File: config.mk
export PLATFORM = sky130hd
export DESIGN_NAME = mem_port_arbiter
export DESIGN_NICKNAME = d
export VERILOG_FILES = /design/src/rtl/mem_arb_pkg.sv /design/src/rtl/mem_lane_fmt.sv /design/src/rtl/mem_port_arbiter.sv
export SDC_FILE = /design/constraint.sdc
export NUM_CORES = 1
export LEC_CHECK = 0
export CAP_MARGIN = 20
export CORE_UTILIZATION = 41
export DETAILED_ROUTE_END_ITERATION = 8
export GPL_TIMING_DRIVEN = 0
export PLACE_DENSITY = 0.86
export SKIP_CTS_REPAIR_TIMING = 1
export SLEW_MARGIN = 20
export SYNTH_ARGS = -nofsm -noshare
export SYNTH_HDL_FRONTEND = slang
export SYNTH_SLANG_ARGS = --single-unit
File: constraint.sdc
create_clock -name clk -period 2.04 [get_ports clk]
set_input_delay 0.408 -clock clk [delete_from_list [all_inputs] [get_ports clk]]
set_output_delay 0.408 -clock clk [all_outputs]
set_load 0.02 [all_outputs]
File: src/rtl/mem_arb_pkg.sv
// Shared types and constants for the unified-memory port arbiter.
package mem_arb_pkg;

    // Arbiter FSM states
    typedef enum logic [1:0] {
        StIdle   = 2'd0,
        StAccess = 2'd1,
        StResp   = 2'd2
    } arb_state_e;

    // Requester identifiers
    typedef enum logic [1:0] {
        PortIf = 2'd0,
        PortD  = 2'd1,
        PortX  = 2'd2
    } port_id_e;

    // Byte enables for a full-word access
    localparam logic [3:0] BeWord = 4'b1111;

endpackage

File: src/rtl/mem_lane_fmt.sv
// Byte-lane steering between a requester and the 32-bit memory word.
// Word accesses pass straight through; byte accesses replicate the store
// byte onto every lane and sign-extend the selected lane on loads.
module mem_lane_fmt
    import mem_arb_pkg::*;
(
    input  logic [1:0]  lane,
    input  logic        bmode,
    input  logic [31:0] wdata,
    input  logic [31:0] mem_rdata,
    output logic [3:0]  be,
    output logic [31:0] lane_wdata,
    output logic [31:0] lane_rdata
);

    logic [7:0] sel_byte;

    // Select enables, store data and load data for the current access width
    always_comb begin
        sel_byte   = mem_rdata[{lane, 3'b000} +: 8];
        be         = BeWord;
        lane_wdata = wdata;
        lane_rdata = mem_rdata;
        if (bmode) begin
            be         = 4'b0001 << lane;
            lane_wdata = {4{wdata[7:0]}};
            lane_rdata = {{24{sel_byte[7]}}, sel_byte};
        end
    end

endmodule

File: src/rtl/mem_port_arbiter.sv
// Shares one single-port memory between instruction fetch (IF), data (D)
// and an external DMA/debug port (X). One access at a time: IDLE arbitrates
// and latches the winner, ACCESS drives the memory for WAIT+1 cycles, RESP
// pulses the winner's ack for one cycle.
module mem_port_arbiter
    import mem_arb_pkg::*;
#(
    parameter int unsigned AW   = 10,
    parameter int unsigned WAIT = 1
) (
    input  logic          clk,
    input  logic          rst,

    input  logic          if_req,
    input  logic [31:0]   if_addr,
    output logic [31:0]   if_rdata,
    output logic          if_ack,

    input  logic          d_req,
    input  logic          d_we,
    input  logic          d_bmode,
    input  logic [31:0]   d_addr,
    input  logic [31:0]   d_wdata,
    output logic [31:0]   d_rdata,
    output logic          d_ack,
    output logic          d_err,

    input  logic          x_req,
    input  logic          x_we,
    input  logic [31:0]   x_addr,
    input  logic [31:0]   x_wdata,
    output logic [31:0]   x_rdata,
    output logic          x_ack,

    output logic          mem_en,
    output logic          mem_we,
    output logic [3:0]    mem_be,
    output logic [AW-1:0] mem_addr,
    output logic [31:0]   mem_wdata,
    input  logic [31:0]   mem_rdata
);

    localparam logic [3:0] WaitInit = 4'(WAIT);

    arb_state_e    state_q, state_d;
    port_id_e      port_q, port_d;
    logic [3:0]    wait_q, wait_d;
    logic          we_q, we_d;
    logic          bmode_q, bmode_d;
    logic          misalign_q, misalign_d;
    logic          last_x_q, last_x_d;
    logic [1:0]    lane_q, lane_d;
    logic [AW-1:0] addr_q, addr_d;
    logic [31:0]   wdata_q, wdata_d;
    logic [31:0]   if_rdata_q, if_rdata_d;
    logic [31:0]   d_rdata_q, d_rdata_d;
    logic [31:0]   x_rdata_q, x_rdata_d;

    logic          cpu_req;
    logic          grant_x;
    logic          capture;
    logic [3:0]    fmt_be;
    logic [31:0]   fmt_wdata;
    logic [31:0]   fmt_rdata;

    // Only the word-address bits reach the memory; upper bits wrap
    logic unused_addr_bits;
    assign unused_addr_bits = ^{if_addr[31:AW+2], d_addr[31:AW+2], x_addr[31:AW+2]};

    mem_lane_fmt u_lane_fmt (
        .lane       (lane_q),
        .bmode      (bmode_q),
        .wdata      (wdata_q),
        .mem_rdata  (mem_rdata),
        .be         (fmt_be),
        .lane_wdata (fmt_wdata),
        .lane_rdata (fmt_rdata)
    );

    // Arbitration: D beats IF; X and the CPU alternate under contention via last_x
    always_comb begin
        cpu_req = if_req | d_req;
        grant_x = x_req & (~cpu_req | ~last_x_q);
    end

    // Next-state: grant and latch in IDLE, count wait cycles in ACCESS
    always_comb begin
        state_d    = state_q;
        port_d     = port_q;
        wait_d     = wait_q;
        we_d       = we_q;
        bmode_d    = bmode_q;
        misalign_d = misalign_q;
        last_x_d   = last_x_q;
        lane_d     = lane_q;
        addr_d     = addr_q;
        wdata_d    = wdata_q;
        unique case (state_q)
            StIdle: begin
                if (x_req | cpu_req) begin
                    state_d  = StAccess;
                    wait_d   = WaitInit;
                    last_x_d = grant_x;
                    if (grant_x) begin
                        port_d     = PortX;
                        we_d       = x_we;
                        bmode_d    = 1'b0;
                        misalign_d = 1'b0;
                        lane_d     = x_addr[1:0];
                        addr_d     = x_addr[AW+1:2];
                        wdata_d    = x_wdata;
                    end else if (d_req) begin
                        port_d     = PortD;
                        we_d       = d_we;
                        bmode_d    = d_bmode;
                        misalign_d = ~d_bmode & (d_addr[1:0] != 2'b00);
                        lane_d     = d_addr[1:0];
                        addr_d     = d_addr[AW+1:2];
                        wdata_d    = d_wdata;
                    end else begin
                        port_d     = PortIf;
                        we_d       = 1'b0;
                        bmode_d    = 1'b0;
                        misalign_d = 1'b0;
                        lane_d     = if_addr[1:0];
                        addr_d     = if_addr[AW+1:2];
                        wdata_d    = 32'h0;
                    end
                end
            end
            StAccess: begin
                if (wait_q == 4'd0) begin
                    state_d = StResp;
                end else begin
                    wait_d = wait_q - 4'd1;
                end
            end
            StResp: begin
                state_d = StIdle;
            end
            default: begin
                state_d = StIdle;
            end
        endcase
    end

    // Load data is captured into the winner's register on the last ACCESS edge;
    // stores leave the read-data registers untouched
    always_comb begin
        capture    = (state_q == StAccess) && (wait_q == 4'd0) && !we_q;
        if_rdata_d = if_rdata_q;
        d_rdata_d  = d_rdata_q;
        x_rdata_d  = x_rdata_q;
        if (capture) begin
            unique case (port_q)
                PortIf:  if_rdata_d = fmt_rdata;
                PortD:   d_rdata_d  = fmt_rdata;
                PortX:   x_rdata_d  = fmt_rdata;
                default: ;
            endcase
        end
    end

    // State and latch registers; reset abandons any in-flight access
    always_ff @(posedge clk or negedge rst) begin
        if (!rst) begin
            state_q    <= StIdle;
            port_q     <= PortIf;
            wait_q     <= 4'd0;
            we_q       <= 1'b0;
            bmode_q    <= 1'b0;
            misalign_q <= 1'b0;
            last_x_q   <= 1'b1;
            lane_q     <= 2'd0;
            addr_q     <= '0;
            wdata_q    <= 32'h0;
            if_rdata_q <= 32'h0;
            d_rdata_q  <= 32'h0;
            x_rdata_q  <= 32'h0;
        end else begin
            state_q    <= state_d;
            port_q     <= port_d;
            wait_q     <= wait_d;
            we_q       <= we_d;
            bmode_q    <= bmode_d;
            misalign_q <= misalign_d;
            last_x_q   <= last_x_d;
            lane_q     <= lane_d;
            addr_q     <= addr_d;
            wdata_q    <= wdata_d;
            if_rdata_q <= if_rdata_d;
            d_rdata_q  <= d_rdata_d;
            x_rdata_q  <= x_rdata_d;
        end
    end

    // Memory drive only in ACCESS; acks only in RESP
    always_comb begin
        mem_en    = (state_q == StAccess);
        mem_we    = mem_en & we_q;
        mem_be    = mem_en ? fmt_be : 4'b0000;
        mem_addr  = addr_q;
        mem_wdata = fmt_wdata;
        if_ack    = (state_q == StResp) && (port_q == PortIf);
        d_ack     = (state_q == StResp) && (port_q == PortD);
        x_ack     = (state_q == StResp) && (port_q == PortX);
        d_err     = d_ack & misalign_q;
        if_rdata  = if_rdata_q;
        d_rdata   = d_rdata_q;
        x_rdata   = x_rdata_q;
    end

endmodule

==> run metrics <==
outcome=finished, violations left; failing checks=setup timing; core area=17300 sq um; GP Congestion=0.931; yosys warns=0; Die X=135 um; Vias/cell=6.24; Final nets=1247; DIE AREA=18300 sq um; CP Cell Sequence=buf_8, clkbuf_4, o21ai_2, buf_4; DP HPWL=21400 um; Async S/R FF share, synth=1.00; Clock Sinks=152; Post-synth EDFFs=0; drt first-iter violations=764; slowest cell on the critical path=dfrtp_2; CP bufs+invs=3; Clock power frac=0.161; cell count along the critical path=4; WL/cell=22.6 um; sequential share of power=0.281; grt ovf=0; H-tree Lvls=4; CTS clock-pin slew for the worst setup and hold paths=0.06 ns; Crit. End Element=output pin; synth top area cells=dfrtp_1 (52%), a21oi_1 (9.5%), a31oi_1 (7.7%), a221o_1 (4.5%), clkbuf_1 (2.4%); Synth cell types=51; Fillers=1354; post-synthesis sequential area ratio=0.522; most frequent cells in the layout=clkdlybuf4s50_1 (252), dfrtp_1 (143), a21oi_1 (138), a31oi_1 (90); post-route setup TNS=-0.0194 ns; commonest non-fill, non-tap cell in the layout=clkdlybuf4s50_1; Max IR drop VDD=0.912 mV; Crit Path Max Fanout=10; DRT antenna net count=0; end point of the critical path=mem_wdata[23]; first-pass GRT wire length=42700 um; Comb pwr share=0.558; Tcrit/Tclk final=1.01; Tmin final=2.06 ns; WL final=29000 um; FF-to-FF setup slack=0.03 ns; area of the multi-input gates=3080 sq um; Syn Nets=934; Final Power=19.3 mW; buffer depth of the longest clock path=2; initial antenna violation count=1; RSZ-0062 raised after global routing=yes; CP Class=reg2out; Final WS setup=-0.0194 ns; Synth Area per Inst=9.94 sq um; Tightest Hold Check Type=reg2reg; Crit path largest cell delay=0.46 ns; Worst Tran Pin Value=0.694 ns; delay-heaviest family, CP=buffers and inverters; CTS root buf=clkbuf_16; CTS tree=built; worst r2r src=port_q[1]; Syn-to-layout area delta=54.4%; Netlist Area Pre-Place=7290 sq um; num ports=348; crit path from=bmode_q; Leak=4.75 nW; Final Setup Violations=1; Internal Power=10.8 mW; crit path DAT=1.65 ns; Slew HR=0.536; layout cells sized above 1=0.158; Sequential cell area=3810 sq um; leading area contributor after synthesis=dfrtp_1; I/O Buffers=287; vias=8016; Finished Layout Cells=1285; switching power=8.57 mW; sw frac=0.443; Cells after Synth=733; drc violations=0; largest net degree at the start of global routing=92; max-slew violation count=0; DR pass1 iterations=5; fmax=486 MHz; number of global-route vias before repair=7692; Final Util=0.650; initial core utilization=0.421; worst skew pair latency=0.43 ns; row cnt=48; cell total after placement=1246; share of the synthesized area in the top cell type=0.519; crit path launch type=register; Max Cap Viol=0; Synth Flop Type=dfrtp_1; depth of the worst register-to-register path=5; final hold slack=0.494 ns; worst path required time=1.63 ns; total clock buffers created by CTS=17; All-Layer GR Usage=0.313; #FFs+latches synth=152; pwr dens=1720 nW/um^2; reg2reg end=if_rdata[11]; skew final=0.0157 ns; final hold violation count=0; die extent in y=135 um
==> synth_stat cells, types with 2 or more instances <==
cell / n
dfrtp_1: 151
a21oi_1: 138
a31oi_1: 90
clkbuf_1: 47
nand2_1: 38
a221o_1: 33
inv_1: 31
o21ai_0: 30
buf_2: 27
a221oi_1: 13
nor2b_1: 13
o311ai_0: 11
o2bb2ai_1: 10
a21boi_0: 9
buf_4: 8
nor2_1: 8
and4b_1: 7
a22oi_1: 6
a2111oi_0: 5
and2_1: 5
mux2_2: 5
a21o_1: 4
buf_1: 3
mux2i_1: 3
nor3_1: 3
nor4bb_1: 3
or3_1: 3
nand2b_1: 2
nor3b_1: 2
nor4_1: 2
nor4b_2: 2
or4_1: 2
==> flip-flops by register name, summed over array words and instances, names as in the netlist <==
| register | count |
|---|---|
| lane_q | 2 |
| bmode_q | 1 |
| state_q | 2 |
| port_q | 2 |
| misalign_q | 1 |
| wait_q | 4 |
| x_rdata | 32 |
| if_rdata | 32 |
| wdata_q | 32 |
| last_x_q | 1 |
| d_rdata | 32 |
| we_q | 1 |
| mem_addr | 10 |
==> per-layer routing <==
layer  vias to the layer above  wire (um)  global-route usage  share of wire
li1                       3428          -                   -              -
met1                      3939      10600               0.380           0.36
met2                       575      14500               0.530           0.50
met3                        74       3090              0.0700           0.11
met4                         0        945               0.141          0.033
met5                         -          0                   0              0
==> worst min-delay path by stage <==
stage,endpoint,start,slack [ns],cells past startpoint
floorplan,bmode_q,rst,0.11,0
global placement,mem_addr[8],mem_addr[8],0.47,1
detailed placement,x_rdata[9],rst,0.38,1
CTS,if_rdata[10],rst,-0.07,1
global route,mem_addr[5],mem_addr[5],0.52,1
finish,mem_addr[5],mem_addr[5],0.49,1
==> metrics by stage <==
step           worst slack (ns)  instance area [sq um]
2_1_floorplan             0.210                   7290
3_3_place_gp              -5.43                  10400
3_5_place_dp             -0.927                  10500
4_1_cts                   -1.40                  11100
5_1_grt                 -0.0498                  11200
6_report                -0.0194                  11200
==> cells by family after synthesis <==
family	count (synthesis)	share of synthesized area
fa+ha+maj	1	0.00172
flops	152	0.522
mux	9	0.0149
simple gates	98	0.0795
compound gates	356	0.313
buf+inv	117	0.0690
==> worst reg2reg max path, stage by stage, from the launching register on <==
cell and delay [ns]:
dfrtp_2 0.43, buf_4 0.17, nor4_4 0.47, clkbuf_1 0.50, a21oi_1 0.15, a31oi_1 0.20
==> power by group through the flow <==
| stage | registers [mW] | clock network, mW | logic [mW] |
|---|---|---|---|
| CTS | 5.34 | 3.13 | 10.5 |
| global placement | 5.33 | 0 | 10.2 |
| global route | 5.54 | 3.28 | 11.4 |
| floorplan | 6.23 | 0 | 4.66 |
| finish | 5.43 | 3.12 | 10.8 |
| detailed placement | 5.36 | 0 | 10.4 |
==> area by class of cell <==
| class | count | area share |
|---|---|---|
| well taps | 225 | 0.0250 |
| plain buffers | 80 | 0.0395 |
| multi-input cells | 464 | 0.274 |
| diodes | 1 | 0.000222 |
| inverters | 32 | 0.0109 |
| clock inverters | 11 | 0.00990 |
| flip-flops and latches | 152 | 0.339 |
| repair buffers | 299 | 0.260 |
| clock buffers | 21 | 0.0418 |
Power figures use the tool's default switching activity.
